### src/rtl/icache_data_ctrl.sv
// icache_data_ctrl: sequences one way of the I-cache data RAM.
// Shares the single RAM port between fetch lookups and line refills.
// Wrap-burst refill beats are gathered in a line buffer and written in one cycle.
// Optional feature macro: ICACHE_CRITICAL_FWD_EN (critical-word forward).
module icache_data_ctrl #(
    parameter int unsigned LINE  = 128,
    parameter int unsigned BLOCK = 8,
    localparam int unsigned IW   = $clog2(LINE),
    localparam int unsigned OW   = $clog2(BLOCK)
) (
    input  logic                  clk,
    input  logic                  resetn,
    input  logic                  fetch_req,
    input  logic [IW-1:0]         fetch_index,
    output logic                  fetch_gnt,
    output logic                  fetch_rvalid,
    output logic [32*BLOCK-1:0]   fetch_rdata,
    input  logic                  refill_start,
    input  logic [IW-1:0]         refill_index,
    input  logic [OW-1:0]         refill_off,
    input  logic                  beat_valid,
    input  logic [31:0]           beat_data,
    input  logic                  beat_last,
    output logic                  beat_ready,
    output logic                  refill_busy,
    output logic                  refill_done,
    output logic                  refill_err,
    output logic                  fwd_valid,
    output logic [31:0]           fwd_data,
    output logic                  ram_en,
    output logic [4*BLOCK-1:0]    ram_wen,
    output logic [IW-1:0]         ram_index,
    output logic [32*BLOCK-1:0]   ram_wdata,
    input  logic [32*BLOCK-1:0]   ram_rdata
);

    typedef enum logic [1:0] {
        S_IDLE  = 2'd0,
        S_FILL  = 2'd1,
        S_WRITE = 2'd2
    } state_t;

    state_t             r_state;
    state_t             w_state_nxt;
    logic [IW-1:0]      r_idx;
    logic [OW-1:0]      r_ptr;
    logic [OW-1:0]      r_cnt;
    logic [31:0]        r_buf [BLOCK];
    logic               r_err;
    logic               r_done;
    logic               r_rvalid;
    logic               w_fetch_gnt;
    logic               w_beat_ready;
    logic               w_beat_acc;
    logic               w_last_beat;
    logic               w_start_acc;
    logic [32*BLOCK-1:0] w_line;

    assign w_beat_acc  = beat_valid && w_beat_ready;
    assign w_last_beat = (r_cnt == OW'(BLOCK - 1));
    assign w_start_acc = (r_state == S_IDLE) && refill_start;

    // State register
    always_ff @(posedge clk or negedge resetn) begin
        if (!resetn) r_state <= S_IDLE;
        else         r_state <= w_state_nxt;
    end

    // Next state, fetch arbitration and RAM port drive
    always_comb begin
        w_state_nxt  = r_state;
        w_fetch_gnt  = 1'b0;
        w_beat_ready = 1'b0;
        ram_en       = 1'b0;
        ram_wen      = '0;
        ram_index    = fetch_index;
        case (r_state)
            S_IDLE: begin
                w_fetch_gnt = fetch_req;
                if (refill_start) w_state_nxt = S_FILL;
            end
            S_FILL: begin
                w_beat_ready = 1'b1;
                // the line being refilled is stale until written
                w_fetch_gnt  = fetch_req && (fetch_index != r_idx);
                if (w_beat_acc && w_last_beat) w_state_nxt = S_WRITE;
            end
            S_WRITE: begin
                ram_en      = 1'b1;
                ram_wen     = '1;
                ram_index   = r_idx;
                w_state_nxt = S_IDLE;
            end
            default: w_state_nxt = S_IDLE;
        endcase
        if (w_fetch_gnt) ram_en = 1'b1;
    end

    // Flatten the line buffer into the RAM write bus
    always_comb begin
        w_line = '0;
        for (int i = 0; i < int'(BLOCK); i++) w_line[32*i +: 32] = r_buf[i];
    end

    // Refill bookkeeping: latch target, gather beats, track burst framing
    always_ff @(posedge clk or negedge resetn) begin
        if (!resetn) begin
            r_idx  <= '0;
            r_ptr  <= '0;
            r_cnt  <= '0;
            r_err  <= 1'b0;
            for (int i = 0; i < int'(BLOCK); i++) r_buf[i] <= '0;
        end else if (w_start_acc) begin
            r_idx <= refill_index;
            r_ptr <= refill_off;
            r_cnt <= '0;
            r_err <= 1'b0;
        end else if (w_beat_acc) begin
            r_buf[r_ptr] <= beat_data;
            r_ptr        <= r_ptr + 1'b1;
            r_cnt        <= r_cnt + 1'b1;
            if (beat_last != w_last_beat) r_err <= 1'b1;
        end
    end

    // Completion pulse and read-data valid
    always_ff @(posedge clk or negedge resetn) begin
        if (!resetn) begin
            r_done   <= 1'b0;
            r_rvalid <= 1'b0;
        end else begin
            r_done   <= (r_state == S_WRITE);
            r_rvalid <= w_fetch_gnt;
        end
    end

`ifdef ICACHE_CRITICAL_FWD_EN
    logic        r_fwd_valid;
    logic [31:0] r_fwd_data;

    // Forward the first beat of each refill to the fetch stage
    always_ff @(posedge clk or negedge resetn) begin
        if (!resetn) begin
            r_fwd_valid <= 1'b0;
            r_fwd_data  <= '0;
        end else begin
            r_fwd_valid <= w_beat_acc && (r_cnt == '0);
            if (w_beat_acc && (r_cnt == '0)) r_fwd_data <= beat_data;
        end
    end

    assign fwd_valid = r_fwd_valid;
    assign fwd_data  = r_fwd_data;
`else
    assign fwd_valid = 1'b0;
    assign fwd_data  = '0;
`endif

    assign fetch_gnt    = w_fetch_gnt;
    assign fetch_rvalid = r_rvalid;
    assign fetch_rdata  = ram_rdata;
    assign beat_ready   = w_beat_ready;
    assign refill_busy  = (r_state != S_IDLE);
    assign refill_done  = r_done;
    assign refill_err   = r_err;
    assign ram_wdata    = w_line;

endmodule

### config.mk
export PLATFORM = sky130hd
export DESIGN_NAME = icache_data_ctrl
export DESIGN_NICKNAME = d
export VERILOG_FILES = /design/src/rtl/icache_data_ctrl.sv
export SDC_FILE = /design/constraint.sdc
export NUM_CORES = 1
export LEC_CHECK = 0
export CORE_AREA = 8 8 343 345
export DETAILED_ROUTE_END_ITERATION = 16
export DIE_AREA = 0 0 351 353
export GPL_TIMING_DRIVEN = 0
export PLACE_DENSITY_LB_ADDON = 0.15
export SLEW_MARGIN = 20
export SYNTH_ARGS = -nofsm -noshare
export SYNTH_HDL_FRONTEND = slang
export SYNTH_SLANG_ARGS = --single-unit
export TNS_END_PERCENT = 10
### constraint.sdc
create_clock -name clk -period 2.57 [get_ports clk]
set_input_delay 0.6425 -clock clk [delete_from_list [all_inputs] [get_ports clk]]
set_output_delay 0.6425 -clock clk [all_outputs]
set_load 0.01 [all_outputs]
==> flow_summary.toml, run 1 <==
[outcome]
status = "finished, final reports clean"

[pwr]
pwr-share-clk_pct = 22.2
peakVddDrop_mv = 0.398
total_leakage_power_nw = 9.79
p_int_w = 0.0160
p_sw_share_pct = 32.4
seq_power_share_pct = 32.2
p_sw_w = 0.00767
finalPower_w = 0.0237
power_density_mw_per_mm2 = 1050
p_comb_share_pct = 45.6

[setup_path]
end_kind = "output pin"
worstReg2RegEnd = "ram_wdata[84]"
r2r_cells = 6
crit_fanout = 4
arrival_ps = 1930
r2r_start = "r_state[0]"
crit_type = "reg -> out"
reg2reg_slack_ps = 130
worst_ep_required_time_ps = 1930
crit_path_start = "r_state[0]"
cp-start-kind = "register"

[detailed_routing]
route.detailed.wl_per_inst_microns = 19.1
vias = 9444
firstDrtPassIters = 4
drt-initial-drc-count = 188
drc = 0
wirelength_microns = 60700
ant_nets = 0
avgViaCountPerCell = 2.97

[place]
place_congestion = 0.738
port_buffers = 612
post-dp-hpwl_microns = 47300
placed_cell_area_sq_mm = 0.0213
preCtsSetupSlack_ps = -981

[global_routing]
grt_max_degree = 87
grt_antenna_before_repair = 5
grt_usage_pct = 9.21
grt_overflow = 0
first_global_vias = 10582
grt_pass1_wl_microns = 82800

[floorplan]
fp-row-count = 123
die_h_microns = 353
io_pins = 902
core-area_sq_mm = 0.112
die_w_microns = 351
dieArea_sq_mm = 0.124
start_util_pct = 11.6

[timing]
fin_worst_skew_ps = 13.0
whs_ps = 488
tns_ps = 0
setup_slack_ps = 1.00
maxSlewViolCount = 0
finalSetupViolations = 0
max_slew.worst_pin.slew_ps = 699
hold_viol_final = 0
max_freq_mhz = 389
relSlewSlack_pct = 53.2
rsz0062_at_grt = "yes"
period_needed_ps = 2570
fin_crit_sh_pct = 100

[synth]
synth_commonest_cells = "320 x buf_4, 274 x dfrtp_1, 239 x mux2_2, 30 x mux2_4, 13 x clkbuf_1"
seq_area_frac_synth_pct = 52.7
synthCells = 950
synthDominantCellAreaShare_pct = 52.7
yosysWarnings = 0
synth_top_area_cell = "dfrtp_1"
synth.avg_cell_area_sq_um = 13.7
synthFlopType = "dfrtp_1"
synthTopCellsByArea = "dfrtp_1 53%, mux2_2 21%, buf_4 18%"
synth.ff_latch_count = 274
synth_area_sq_mm = 0.0130
synth_cell_types = 37
synth_edf_count = 0
yosysMostFrequentCell = "buf_4"
async_reset_ff_share_pct = 100

[final_layout]
fin_nets = 1969
area_growth_pct = 74.2
diodes = 0
drive_gt1_share_pct = 44.3
final_area_sq_mm = 0.0227
fillers = 12108

[clock_network]
tritoncts = "done"
cts_buffers = 38
cts_sinks = 274
path_clk_slew_ps = 60
htreeDepth = 2
clock-root-buffer = "clkbuf_16"
clk_latency_ps = 570
clk_path_buf_depth = 3

[min_path]
holdPathEnd = "ram_wdata[70]"
hp-class = "reg -> reg"
min_from = "ram_wdata[70]"
whs_path_depth = 1

[job]
cap_violations = 0
worst max-delay path, stage by stage, from the launching register on:
cell and delay, ps:
dfrtp_1 390, and2b_4 300, clkbuf_16 160, buf_12 100, mux2_4 290, buf_6 120
through the flow:
stage / std cells / util, %
global route: 3179 / 20.3
floorplan: 982 / -
finish: 3179 / 20.3
detailed placement: 3099 / 19.0
CTS: 3179 / 20.2
global placement: 3094 / 18.9
flip-flops by register name (all words and copies together) (netlist names):
name	flops
r_idx	7
fetch_rvalid	1
ram_wdata	256
r_cnt	3
refill_done	1
r_state	2
r_ptr	3
refill_err	1
cell usage in the layout, fill, tap and decap left out, types with 4 or more instances in the layout:
master,n
buf_12,4
buf_2,15
buf_4,353
buf_6,18
clkbuf_1,16
clkbuf_16,42
clkbuf_2,9
clkdlybuf4s50_1,565
clkinv_2,4
conb_1,33
dfrtp_1,273
dlygate4sd2_1,4
mux2_2,232
mux2_4,37
nand2_1,4
nor2_1,4
xnor2_1,5
xor2_1,6
cell type report:
| class | count | area (sq um) | share of cell area [%] |
|---|---|---|---|
| buffer | 348 | 2600 | 11.5 |
| clock buffer | 55 | 1070 | 4.70 |
| sequential | 274 | 6860 | 30.2 |
| multi-input combinational | 358 | 3760 | 16.6 |
| clock inverter | 9 | 126 | 0.557 |
| tap | 1500 | 1880 | 8.28 |
| timing repair buffer | 635 | 6390 | 28.2 |
how the worst max path moves through the flow:
stage	to	slack [ps]	cells after the start
floorplan	ram_index[0]	340	4
global placement	ram_wdata[84]	-13170	1
detailed placement	ram_wdata[108]	-980	5
CTS	ram_index[5]	-240	6
global route	ram_index[3]	-110	5
finish	ram_index[3]	1	5
power groups by stage:
| stage | combinational (W) | clock, W | sequential [W] |
|---|---|---|---|
| 3_5_place_dp | 0.0111 | 0 | 0.00770 |
| 4_1_cts | 0.0112 | 0.00558 | 0.00767 |
| 3_3_place_gp | 0.0111 | 0 | 0.00765 |
| 6_report | 0.0108 | 0.00526 | 0.00763 |
| 2_1_floorplan | 0.00350 | 0 | 0.00853 |
| 5_1_grt | 0.0116 | 0.00573 | 0.00797 |
per-layer routing:
metal	track usage [%]	wire, microns
met1	9.20	20600
met2	16.7	31000
met3	5.04	8150
met4	2.02	964
met5	0	13
logic make-up after synthesis:
family	synth area share, %
buf+inv	19.9
flops	52.7
mux	24.3
simple gates	1.59
xor+xnor	0.740
compound gates	0.442
fa+ha+maj	0.288
other cells	0.0288
timing repair:
| action | 4_1_cts | 5_1_grt |
|---|---|---|
| hold buffers | 1 | 0 |
| hold endpoints to repair | 49 | 0 |
| endpoints found under the setup margin | 199 | 86 |
| gates resized for setup | 154 | 16 |
| pin swaps | 2 | 2 |
| buffers inserted | 11 | 2 |
| cloned | 4 | 0 |
Note: power is estimated with default switching activity, not from simulation.
==> run 2, diff against run 1 <==
Settings changed: CORE_AREA 8 8 343 345 to 8 8 342 344, DIE_AREA 0 0 351 353 to 0 0 350 352, DONT_BUFFER_PORTS set to 1.
==> flow_summary.toml, run 2 (same netlist as run 1, synthesis figures left out) <==
[global_routing]
grt_overflow = 0
first_global_vias = 8160
grt_max_degree = 275
grt_usage_pct = 8.57
grt_pass1_wl_microns = 74600
grt_antenna_before_repair = 8

[detailed_routing]
wirelength_microns = 57100
ant_nets = 0
drt-initial-drc-count = 214
route.detailed.wl_per_inst_microns = 22.3
avgViaCountPerCell = 2.80
drc = 0
firstDrtPassIters = 4
vias = 7172

[timing]
hold_viol_final = 274
max_slew.worst_pin.slew_ps = 953
fin_crit_sh_pct = 96.7
tns_ps = 0
setup_slack_ps = 83.6
maxSlewViolCount = 0
relSlewSlack_pct = 36.5
whs_ps = -216
finalSetupViolations = 0
rsz0062_at_grt = "yes"
fin_worst_skew_ps = 19.7
max_freq_mhz = 402
period_needed_ps = 2490

[floorplan]
die_w_microns = 350
io_pins = 902
start_util_pct = 11.7
die_h_microns = 352
core-area_sq_mm = 0.112
dieArea_sq_mm = 0.123
fp-row-count = 123

[pwr]
finalPower_w = 0.0194
peakVddDrop_mv = 0.393
total_leakage_power_nw = 7.27
power_density_mw_per_mm2 = 1180

[final_layout]
drive_gt1_share_pct = 66.0
final_cell_mix = "327 x buf_4, 273 x dfrtp_1, 232 x mux2_2"
area_growth_pct = 26.9
fin_nets = 1345
largest_reg_flops = 256
fillers = 12392
final_common_cell = "buf_4"

[place]
place_congestion = 0.745
port_buffers = 0
post-dp-hpwl_microns = 43200
preCtsSetupSlack_ps = -456

[setup_path]
r2r_start = "r_state[1]"
arrival_ps = 1840
crit_fanout = 7
worst_ep_required_time_ps = 1930
end_kind = "output pin"
crit_path_start = "r_state[0]"
cp-start-kind = "register"
crit_type = "reg -> out"

[clock_network]
htreeDepth = 2
path_clk_slew_ps = 60
cts_buffers = 38
cts_sinks = 274
clock-root-buffer = "clkbuf_16"
clk_latency_ps = 560
clk_path_buf_depth = 3
tritoncts = "done"

[outcome]
status = "finished with violations"
violations = "negative hold slack"

[min_path]
hp-class = "in -> async"

[job]
cap_violations = 0
-- run 2: cell types whose count changed in the layout (fill, tap and decap cells not counted), sizes merged --
cell and delta:
buf -49, bufinv +1, clkbuf -5, clkdlybuf4s50 -565, clkinv +2, diode +6, dlygate4sd2 -4, dlygate4sd3 -1
dlymetal6s2s -2
-- run 2: final timing paths --
check	end	slack (ps)	cells after the start
hold / removal	ram_wdata[130]	-220	0
hold reg to reg	r_cnt[2]	510	1
setup / recovery	ram_index[0]	80	4
min in group clk	r_ptr[2]	220	2
setup reg to reg	ram_wdata[52]	170	4
max in group asynchronous	r_state[1]	2250	0
-- run 2: routing by layer --
layer	vias to the layer above	routed length (microns)	global-route usage (%)
met5	-	27	0
met4	4	1570	2.70
met3	72	8400	5.35
met2	472	29300	15.4
met1	3613	17900	7.90
li1	3011	-	-
-- run 2: area by class of cell --
type	instances	area [sq um]	area share, %
sequential	274	6860	41.5
timing repair buffer	9	82.6	0.500
tap	1500	1880	11.4
multi-input combinational	358	3770	22.8
clock inverter	12	174	1.05
buffer	350	2640	16.0
clock buffer	53	1100	6.65
antenna	6	15.0	0.0909
-- run 2: per-stage QoR --
| step | hold WS, ps | util, % | area, sq um | cells |
|---|---|---|---|---|
| floorplan | 347 | - | 13100 | 982 |
| global placement | 358 | 13.5 | 15000 | 2482 |
| detailed placement | 357 | 13.5 | 15000 | 2484 |
| CTS | -290 | 14.7 | 16400 | 2549 |
| global route | -271 | 14.8 | 16500 | 2556 |
| finish | -216 | 14.8 | 16500 | 2562 |
-- run 2: repair_timing --
item	CTS	global route
buffers inserted	0	4
gates resized for setup	20	12
cloned	0	3
hold endpoints to repair	274	274
endpoints found under the setup margin	181	16
-- run 2: power breakdown --
part	total [W]	internal, W	switching (W)
combinational	0.00428	0.00265	0.00163
clock	0.00546	0.00337	0.00208
sequential	0.00969	0.00647	0.00322
total	0.0194	0.0125	0.00693
-- run 2: worst max-delay path, stage by stage, from the launching register on --
cell,delay [ps]
dfrtp_1,370
buf_6,130
and2b_4,280
clkbuf_16,180
mux2_4,340
